## src/rtl/vga_timing_gen.sv

```systemverilog
// Parametrised raster timing generator with pixel-clock enable.
// Outputs are registered one enabled cycle behind the internal h/v counters.
module vga_timing_gen #(
    parameter int H_ACTIVE   = 640,
    parameter int H_FP       = 16,
    parameter int H_SYNC     = 96,
    parameter int H_BP       = 48,
    parameter int V_ACTIVE   = 480,
    parameter int V_FP       = 10,
    parameter int V_SYNC     = 2,
    parameter int V_BP       = 33,
    parameter int H_SYNC_POL = 0,
    parameter int V_SYNC_POL = 0,
    parameter int CW         = 10,
    parameter int FCW        = 8
) (
    input  logic           clk,
    input  logic           reset,
    input  logic           pix_en,
    output logic           h_sync,
    output logic           v_sync,
    output logic [CW-1:0]  s_x,
    output logic [CW-1:0]  s_y,
    output logic           data_enable,
    output logic           line_start,
    output logic           frame_start,
    output logic           vblank_start,
    output logic [FCW-1:0] frame_count
);

    localparam int H_TOTAL = H_ACTIVE + H_FP + H_SYNC + H_BP;
    localparam int V_TOTAL = V_ACTIVE + V_FP + V_SYNC + V_BP;
    localparam logic HS_ON = (H_SYNC_POL != 0);
    localparam logic VS_ON = (V_SYNC_POL != 0);

    if (((64'd1 << CW) < 64'(H_TOTAL)) || ((64'd1 << CW) < 64'(V_TOTAL))) begin : g_cw_check
        $error("vga_timing_gen: CW too narrow for H_TOTAL/V_TOTAL");
    end

    logic [CW-1:0] h_cnt;
    logic [CW-1:0] v_cnt;
    logic          h_last;
    logic          v_last;
    logic          de_next;
    logic          hs_act;
    logic          vs_act;
    logic          h_zero;
    logic          at_origin;
    logic          at_vblank;
    logic          seen_frame;

    always_comb begin
        h_last    = (h_cnt == CW'(H_TOTAL - 1));
        v_last    = (v_cnt == CW'(V_TOTAL - 1));
        de_next   = (h_cnt < CW'(H_ACTIVE)) && (v_cnt < CW'(V_ACTIVE));
        hs_act    = (h_cnt >= CW'(H_ACTIVE + H_FP)) && (h_cnt < CW'(H_ACTIVE + H_FP + H_SYNC));
        vs_act    = (v_cnt >= CW'(V_ACTIVE + V_FP)) && (v_cnt < CW'(V_ACTIVE + V_FP + V_SYNC));
        h_zero    = (h_cnt == '0);
        at_origin = h_zero && (v_cnt == '0);
        at_vblank = h_zero && (v_cnt == CW'(V_ACTIVE));
    end

    always_ff @(posedge clk or posedge reset) begin
        if (reset) begin
            h_cnt <= '0;
            v_cnt <= '0;
        end else if (pix_en) begin
            if (h_last) begin
                h_cnt <= '0;
                v_cnt <= v_last ? '0 : v_cnt + CW'(1);
            end else begin
                h_cnt <= h_cnt + CW'(1);
            end
        end
    end

    always_ff @(posedge clk or posedge reset) begin
        if (reset) begin
            s_x         <= '0;
            s_y         <= '0;
            data_enable <= 1'b0;
            h_sync      <= ~HS_ON;
            v_sync      <= ~VS_ON;
        end else if (pix_en) begin
            s_x         <= h_cnt;
            s_y         <= v_cnt;
            data_enable <= de_next;
            h_sync      <= hs_act ? HS_ON : ~HS_ON;
            v_sync      <= vs_act ? VS_ON : ~VS_ON;
        end
    end

    // Strobes self-clear on every non-enabled edge; the first frame after reset is not counted.
    always_ff @(posedge clk or posedge reset) begin
        if (reset) begin
            line_start   <= 1'b0;
            frame_start  <= 1'b0;
            vblank_start <= 1'b0;
            frame_count  <= '0;
            seen_frame   <= 1'b0;
        end else if (pix_en) begin
            line_start   <= h_zero;
            frame_start  <= at_origin;
            vblank_start <= at_vblank;
            if (at_origin) begin
                seen_frame <= 1'b1;
                if (seen_frame) begin
                    frame_count <= frame_count + FCW'(1);
                end
            end
        end else begin
            line_start   <= 1'b0;
            frame_start  <= 1'b0;
            vblank_start <= 1'b0;
        end
    end

endmodule

```

## config.mk

```make
export PLATFORM = sky130hd
export DESIGN_NAME = vga_timing_gen
export DESIGN_NICKNAME = d
export VERILOG_FILES = /design/src/rtl/vga_timing_gen.sv
export SDC_FILE = /design/constraint.sdc
export NUM_CORES = 1
export LEC_CHECK = 0
export ABC_AREA = 0
export BUFFER_PORTS_ARGS = -buffer_cell sky130_fd_sc_hd__clkbuf_2
export CAP_MARGIN = 20
export CELL_PAD_IN_SITES_DETAIL_PLACEMENT = 0
export CELL_PAD_IN_SITES_GLOBAL_PLACEMENT = 1
export CORE_MARGIN = 8
export CORE_UTILIZATION = 45
export CTS_CLUSTER_SIZE = 10
export DETAILED_ROUTE_END_ITERATION = 10
export GPL_TIMING_DRIVEN = 0
export PLACE_DENSITY = 0.82
export SLEW_MARGIN = 20
export SYNTH_ARGS = -nofsm -noshare
export SYNTH_HDL_FRONTEND = slang
export SYNTH_SLANG_ARGS = --single-unit
```

## constraint.sdc

```tcl
create_clock -name clk -period 3.1 [get_ports clk]
set_clock_uncertainty 0.15 [all_clocks]
set_input_delay 0.465 -clock clk [delete_from_list [all_inputs] [get_ports clk]]
set_output_delay 0.465 -clock clk [all_outputs]
set_load 0.03 [all_outputs]
```

==> impl_metrics.ini, run 1 <==
[clock_network]
clockBufferDepth = 2
clk_latency_ps = 300
cts_sinks = 55
cts_setup_buffers = 0
post_cts_resized = 0
cts_root_buffer = clkbuf_8
ctsHoldBuffers = 0
numCtsBuffers = 5
htreeDepth = 2
cts_tree = built
path_clk_slew_ps = 90

[timing]
finalMaxSlewViolations = 0
rsz0062_at_grt = no
period_minus_slack_ps = 2560
tightest_slew_ps = 674
hold_viol = 0
fin_tns_setup_ps = 0
setup_viol = 0
fin_hold_ws_ps = 100
period_share_pct = 82.7
slew_headroom_pct = 55.1
max_freq_ghz = 0.390

[global_routing]
grt_overflow_total = 0
track_usage_pct = 12.1
grt_pass1_vias = 1760
antenna_found_initial = 0
grt_first_pass_wirelength_mm = 8.22
grt_max_degree = 56

[yosys]
ys_seq_area_share_pct = 55.1
synthArstFlopShare_pct = 100
netlist_area_um2 = 2500
synth_edf_count = 0
syn_area_per_cell_um2 = 11.9
netlist_instances = 210
synth_cell_types = 41
synth_top_area_share_pct = 53.0
synthTopCellsByArea = dfrtp_1 53%, mux2_2 10%, xor2_1 4.2%
yosysTopAreaCell = dfrtp_1
synth_flop_cell = dfrtp_1
yosysWarningCount = 0
syn_nets = 218
ys_ff_latch = 55

[route]
final_antenna_net_count = 0
via_per_inst = 5.30
routed-wl-met3_um = 258
drtIter0Drc = 69
dr.pass1.iters = 4
wl_met2_mm = 2.10
wl_met1_mm = 2.34
vias = 1724
drc = 0
wl_per_cell_um = 14.6
wirelength_mm = 4.75
highest_layer = met4

[power_and_ir_drop]
power_density_nw_per_um2 = 560
peakVddDrop_v = 0.000248
p_leak_nw = 1.39
total_power_mw = 1.61

[job]
cap_violations = 0

[cells_and_area]
nets = 260
areaGrowthSynthToFinish_pct = 14.7
antenna_cells = 0
final.fill_count = 497
final_cells = 325
drive_gt1_share_pct = 31.2

[worst_setup_path]
max_stage_delay_ps = 490
worst-path-buf-inv = 2
critical-path-top-delay-family = simple AND/OR/NAND/NOR gates
rrSetupSlack_ps = 540
path_class = register to register
critPathMaxFanout = 10
endpoint_kind = register
worstPathArrival_ps = 2610
path_cells = inv_1, ha_1, or4b_1, or4_4, buf_6, nor3_2, mux2_2
cp_data_required_time_ps = 3150
cp-start-kind = register
cp_slowest_cell = or4_4

[floorplan]
ios = 37
die_w_um = 90.6
num_rows = 27
core_area_um2 = 5440
start_util_pct = 46.0
dieArea_um2 = 8200
die_height_um = 90.6

[placed_design]
portBuffers = 35
dpl.cell_count = 317
place_hpwl_mm = 3.44
gp_congestion = 0.817

[status]
status = completed

[hold_path]
hp-class = input port to asynchronous set/reset pin
cell type report:
type,instances,area (um2),share of cell area [%]
flip-flops and latches,55,1380,48.1
multi-input cells,136,1030,36.1
repair buffers,35,175,6.11
clock buffers,8,100,3.49
well taps,72,90.1,3.14
plain buffers,11,57.6,2.01
inverters,8,32.5,1.13
cells in the mapped netlist (all sizes together) (6+ instances only):
cell / n
clkbuf: 7
dfrtp: 53
inv: 8
mux2: 23
nand2: 10
nand3: 10
nor2: 12
nor3: 10
nor4: 6
o21ai: 7
xor2: 12
metal layers:
layer / global-route usage, % / vias to the layer above
li1: - / 834
met1: 15.2 / 850
met2: 18.8 / 35
met3: 4.49 / 5
met4: 3.74 / 0
met5: 0 / -
layout by cell type (no fill, tap or decap), types with 3 or more instances in the layout:
master,n
a21o_1,3
and3_1,3
clkbuf_1,8
clkbuf_2,35
clkbuf_8,7
dfrtp_1,53
ha_1,5
inv_1,7
mux2_2,23
nand2_1,10
nand3_1,10
nand4_1,5
nor2_1,12
nor3_1,9
nor3b_1,4
nor4_2,3
o21ai_0,7
xnor2_1,5
xor2_1,12
worst register-to-register path: cells and delay by family, from the launching register on:
kind	cells	cell delay [ps]
adder cells (fa/ha/maj)	1	160
buffers and inverters	2	240
flip-flops	1	440
multiplexers	1	360
AND/OR/NAND/NOR	3	1120
state kept, by name, summed over array words and instances (netlist names):
| register | count |
|---|---|
| seen_frame | 1 |
| line_start | 1 |
| vblank_start | 1 |
| v_cnt | 10 |
| v_sync | 1 |
| data_enable | 1 |
| s_x | 10 |
| h_cnt | 10 |
| frame_count | 8 |
| s_y | 10 |
| h_sync | 1 |
| frame_start | 1 |
where the power goes:
group,internal [mW],switching (mW)
Sequential,0.790,0.0571
Combinational,0.123,0.212
Clock,0.204,0.220
Total,1.12,0.489
cell families (layout without fill, tap and decap cells):
| kind of cell | count (synthesis) | count (layout) | share of synthesized area, % |
|---|---|---|---|
| AND/OR/NAND/NOR | 72 | 72 | 17.8 |
| multiplexers | 23 | 23 | 10.4 |
| adder cells (fa/ha/maj) | 5 | 5 | 2.50 |
| XOR/XNOR | 17 | 17 | 5.95 |
| buffers and inverters | 19 | 62 | 3.50 |
| flip-flops | 55 | 55 | 55.1 |
| AO/OA/AOI/OAI | 19 | 19 | 4.80 |
per-stage QoR:
stage	util [%]	setup WS [ps]	instance area, um2
CTS	52.7	525	2870
detailed placement	50.9	497	2770
global placement	50.9	466	2770
finish	52.7	537	2870
global route	52.7	386	2870
floorplan	-	608	2500
worst paths after layout:
path / start / cells after the start / to
setup / recovery: v_cnt[1]$_DFFE_PP0P_ / 7 / frame_count[1]$_DFFE_PP0P_
hold / removal: reset / 2 / frame_start$_DFF_PP0_
setup reg to reg: v_cnt[1]$_DFFE_PP0P_ / 7 / frame_count[1]$_DFFE_PP0P_
hold reg to reg: frame_count[7]$_DFFE_PP0P_ / 1 / frame_count[7]$_DFFE_PP0P_
max in group asynchronous: reset / 2 / v_cnt[5]$_DFFE_PP0P_
min in group clk: frame_count[7]$_DFFE_PP0P_ / 1 / frame_count[7]$_DFFE_PP0P_
No activity file was read; power rests on OpenSTA's default activity.
==> run 2, diff against run 1 <==
- clock period: 3.1 -> 2.38 ns (I/O delays scaled with it)
==> run 2 against run 1 <==
Against the previous run: the run now ends with negative hold slack left; non-clock buffer count up 10; hold slack lost 110 ps; via count up 2.4%; clock-buffer cell count did not move; global-route usage increased by 0.83 points.
==> impl_metrics.ini, run 2 (synthesis gave the netlist of run 1 again) <==
[floorplan]
dieArea_um2 = 8200
start_util_pct = 46.0
die_w_um = 90.6
core_area_um2 = 5440
ios = 37
num_rows = 27
die_height_um = 90.6

[global_routing]
antenna_found_initial = 0
grt_max_degree = 56
grt_first_pass_wirelength_mm = 8.89
track_usage_pct = 12.9
grt_pass1_vias = 1832
grt_overflow_total = 0

[status]
status = complete, but fails checks
violations = negative hold slack

[timing]
setup_viol = 0
hold_viol = 12
period_share_pct = 99.8
finalMaxSlewViolations = 0
max_freq_ghz = 0.421
layout_setup_ws_ps = 5.45
slew_headroom_pct = 49.7
fin_hold_ws_ps = -13.7
period_minus_slack_ps = 2370
tightest_slew_ps = 754
rsz0062_at_grt = yes

[cells_and_area]
areaGrowthSynthToFinish_pct = 21.3
final_cells = 335
final_area_um2 = 3030
final_common_cell = dfrtp_1
drive_gt1_share_pct = 39.5
nets = 270
antenna_cells = 0
layout_common_cells = 52 x dfrtp_1, 35 x clkbuf_2, 22 x mux2_2

[power_and_ir_drop]
p_leak_nw = 1.45
switching_power_uw = 654
total_power_mw = 2.14
p_sw_share_pct = 30.5
clkPwrFrac_pct = 25.9
p_int_mw = 1.49
peakVddDrop_v = 0.000313
seqPwrFrac_pct = 52.4
power_density_nw_per_um2 = 706
comb_power_share_pct = 21.7

[route]
drtIter0Drc = 84
vias = 1765
via_per_inst = 5.27
dr.pass1.iters = 4
wirelength_mm = 5.12
final_antenna_net_count = 0
wl_per_cell_um = 15.3
drc = 0

[worst_setup_path]
critPathMaxFanout = 5
worstPathArrival_ps = 2410
path_class = register to register
endpoint_kind = register
worst-path-buf-inv = 1
cp_slowest_cell = or4_4
cp_data_required_time_ps = 2420
max_stage_delay_ps = 560
critical-path-top-delay-family = simple AND/OR/NAND/NOR gates
cp-start-kind = register
path_cells = inv_2, ha_4, or4b_4, or4_4, nor3_4, mux2_4

[job]
cap_violations = 0

[clock_network]
clk_latency_ps = 300
cts_tree = built
htreeDepth = 2
cts_sinks = 55
path_clk_slew_ps = 100
clockBufferDepth = 2
numCtsBuffers = 5
cts_root_buffer = clkbuf_8
ctsHoldBuffers = 0

[hold_path]
hp-class = input port to asynchronous set/reset pin

[placed_design]
dpl-instance-area_um2 = 2780
portBuffers = 35
dp_slack_ps = -163
place_hpwl_mm = 3.40
dpl.cell_count = 317
gp_congestion = 0.827
==> run 2: changes by cell type in the layout (fill, tap and decap cells not counted), moves of 3 or more <==
cell / before / now
inv_1: 7 / 4
inv_2: 0 / 3
nor3_2: 1 / 4
nor3_1: 9 / 5
clkbuf_1: 8 / 5
buf_4: 0 / 12
==> run 2: final timing paths <==
kind	from	end	slack, ps	depth (start not counted)
hold reg to reg	frame_count[7]$_DFFE_PP0P_	frame_count[7]$_DFFE_PP0P_	330	1
setup reg to reg	v_cnt[1]$_DFFE_PP0P_	frame_count[1]$_DFFE_PP0P_	5	6
hold / removal	reset	s_x[0]$_DFFE_PP0P_	-10	2
min in group clk	pix_en	s_y[6]$_DFFE_PP0P_	270	2
max in group asynchronous	reset	h_cnt[7]$_DFFE_PP0P_	1600	2
setup / recovery	v_cnt[1]$_DFFE_PP0P_	frame_count[1]$_DFFE_PP0P_	5	6
==> run 2: stage by stage <==
step | TNS, ps | utilization (%)
finish | 0 | 55.8
global route | -297 | 55.8
CTS | -228 | 54.7
detailed placement | -543 | 51.0
global placement | -7590 | 51.0
floorplan | -39.1 | -
==> run 2: final cells by class <==
type | count | area (um2)
Sequential cell | 55 | 1380
Timing Repair Buffer | 49 | 288
Multi-Input combinational cell | 136 | 1110
Buffer | 7 | 35.0
Inverter | 8 | 32.5
Clock buffer | 8 | 100
Tap cell | 72 | 90.1
Fill cell | 491 | 2410
==> run 2: layer usage <==
layer  vias up  share of wire [%]  track usage [%]
li1        840                  -                -
met1       877                 48             16.8
met2        41                 46             20.3
met3         7                5.2             3.99
met4         0               0.84             3.47
met5         -                  0                0
==> run 2: power groups by stage <==
stage	clock network, mW	registers (mW)	logic [mW]
2_1_floorplan	0	1.21	0.229
3_3_place_gp	0	1.12	0.434
3_5_place_dp	0	1.13	0.442
4_1_cts	0.578	1.12	0.429
5_1_grt	0.610	1.14	0.509
6_report	0.555	1.12	0.464
==> run 2: what timing repair did <==
item                                    CTS  global route
buffers inserted                         10             4
cloned                                    0             0
pin swaps                                 5             7
resized for setup                        12             9
endpoints found under the setup margin    8            12
==> run 3, diff against run 2 <==
- PLACE_DENSITY: 0.82 -> 0.84
==> run 3 against run 2 <==
Against the previous run: critical endpoint unchanged; clock-buffer cell count unchanged; via count down 0.34%; global-route usage down 0.18 points; highest routed layer unchanged; critical path depth unchanged; hold slack better by 3.1 ps; routed wire length down 2.2%; the run ends with negative hold slack, negative setup slack left; design area about the same; fmax down 1.1%; register-to-register slack worse by 30 ps; cell count down 0.60%; die area unchanged; non-clock buffer count down 2.
==> impl_metrics.ini, run 3 (synthesis gave the netlist of run 1 again) <==
[status]
status = complete, but fails checks
violations = negative hold slack, negative setup slack

[global_routing]
grt_first_pass_wirelength_mm = 8.65
grt_pass1_vias = 1790
grt_overflow_total = 0
grt_max_degree = 56
antenna_found_initial = 0
track_usage_pct = 12.8

[clock_network]
numCtsBuffers = 5
clk_latency_ps = 310
cts_sinks = 55
ctsHoldBuffers = 0
cts_tree = built
htreeDepth = 2
cts_root_buffer = clkbuf_8
path_clk_slew_ps = 90
clockBufferDepth = 2

[placed_design]
portBuffers = 35
gp_congestion = 0.836
dpl-instance-area_um2 = 2780
place_hpwl_mm = 3.37

[worst_setup_path]
endpoint_kind = register
critPathMaxFanout = 5
rrSetupSlack_ps = -20
path_cells = inv_2, ha_4, or4b_4, or4_4, nor3_4, mux2_4
worstPathArrival_ps = 2450
critical-path-top-delay-family = simple AND/OR/NAND/NOR gates
cp_data_required_time_ps = 2430
path_class = register to register
worst-path-buf-inv = 1
max_stage_delay_ps = 600
cp_slowest_cell = or4_4
cp-start-kind = register

[route]
via_per_inst = 5.28
wl_per_cell_um = 15.0
final_antenna_net_count = 0
vias = 1759
drc = 0
wirelength_mm = 5.01
dr.pass1.iters = 5
drtIter0Drc = 53

[cells_and_area]
drive_gt1_share_pct = 39.1
final_area_um2 = 3030
nets = 268
final_common_cell = dfrtp_1
antenna_cells = 0
layout_common_cells = 53 x dfrtp_1, 36 x clkbuf_2, 22 x mux2_2, 12 x nor2_1, 11 x xor2_1
areaGrowthSynthToFinish_pct = 21.2

[floorplan]
core_area_um2 = 5440
dieArea_um2 = 8200
ios = 37
num_rows = 27
die_w_um = 90.6
die_height_um = 90.6
start_util_pct = 46.0

[timing]
rsz0062_at_grt = yes
fin_hold_ws_ps = -10.7
tightest_slew_ps = 668
setup_viol = 1
hold_viol = 36
layout_setup_ws_ps = -20.4
max_freq_ghz = 0.417
fin_tns_setup_ps = -20.4
period_minus_slack_ps = 2400
finalMaxSlewViolations = 0
slew_headroom_pct = 55.1
period_share_pct = 101

[hold_path]
hp-class = input port to asynchronous set/reset pin

[power_and_ir_drop]
power_density_nw_per_um2 = 696
total_power_mw = 2.11
p_leak_nw = 1.44
peakVddDrop_v = 0.000312

[job]
cap_violations = 0
run 3: cell count changes in the layout (fill, tap and decap cells not counted), sizes merged:
cell / previous run / this run
clkbuf: 47 / 49
buf: 17 / 13
run 3: final cells by class:
class                           instances  area, um2
Multi-Input combinational cell        136       1120
Tap cell                               72       90.1
Inverter                                8       32.5
Sequential cell                        55       1380
Clock buffer                            8        100
Buffer                                  8       40.0
Fill cell                             495       2410
Timing Repair Buffer                   46        265
run 3: repair_timing:
item,CTS,global route
pin swaps,5,12
gates resized for setup,10,12
setup endpoints to repair,8,10
buffers inserted,10,1
endpoints found under the hold margin,0,0
cloned,0,0
run 3: path summary, 6_finish.rpt:
kind	startpoint	to	cells past startpoint
setup / recovery	v_cnt[1]$_DFFE_PP0P_	frame_count[1]$_DFFE_PP0P_	6
hold / removal	reset	frame_start$_DFF_PP0_	2
setup reg to reg	v_cnt[1]$_DFFE_PP0P_	frame_count[1]$_DFFE_PP0P_	6
hold reg to reg	frame_count[7]$_DFFE_PP0P_	frame_count[7]$_DFFE_PP0P_	1
max in group asynchronous	reset	s_y[2]$_DFFE_PP0P_	2
min in group clk	pix_en	s_y[6]$_DFFE_PP0P_	2
run 3: through the flow:
stage	hold slack (ps)	setup WS (ps)	cells	util (%)
4_1_cts	9.42	-85.2	333	54.9
3_5_place_dp	326	-184	317	51.0
2_1_floorplan	331	-39.1	210	-
5_1_grt	41.1	-84.0	333	55.7
3_3_place_gp	306	-154	317	51.0
6_report	-10.7	-20.4	333	55.7
run 3: layer usage:
| metal | track usage (%) | wire [um] | share of wire [%] | vias to the layer above |
|---|---|---|---|---|
| met5 | 0 | 0 | 0 | - |
| met4 | 4.16 | 29 | 0.58 | 0 |
| met3 | 4.32 | 265 | 5.3 | 4 |
| met2 | 19.9 | 2310 | 46 | 37 |
| met1 | 16.1 | 2400 | 48 | 877 |
| li1 | - | - | - | 841 |
run 3: where the power goes:
group	leakage, nW	internal (mW)	switching, mW
Sequential	0.707	1.03	0.0981
Combinational	0.685	0.167	0.259
Clock	0.0515	0.266	0.291
Total	1.44	1.46	0.647
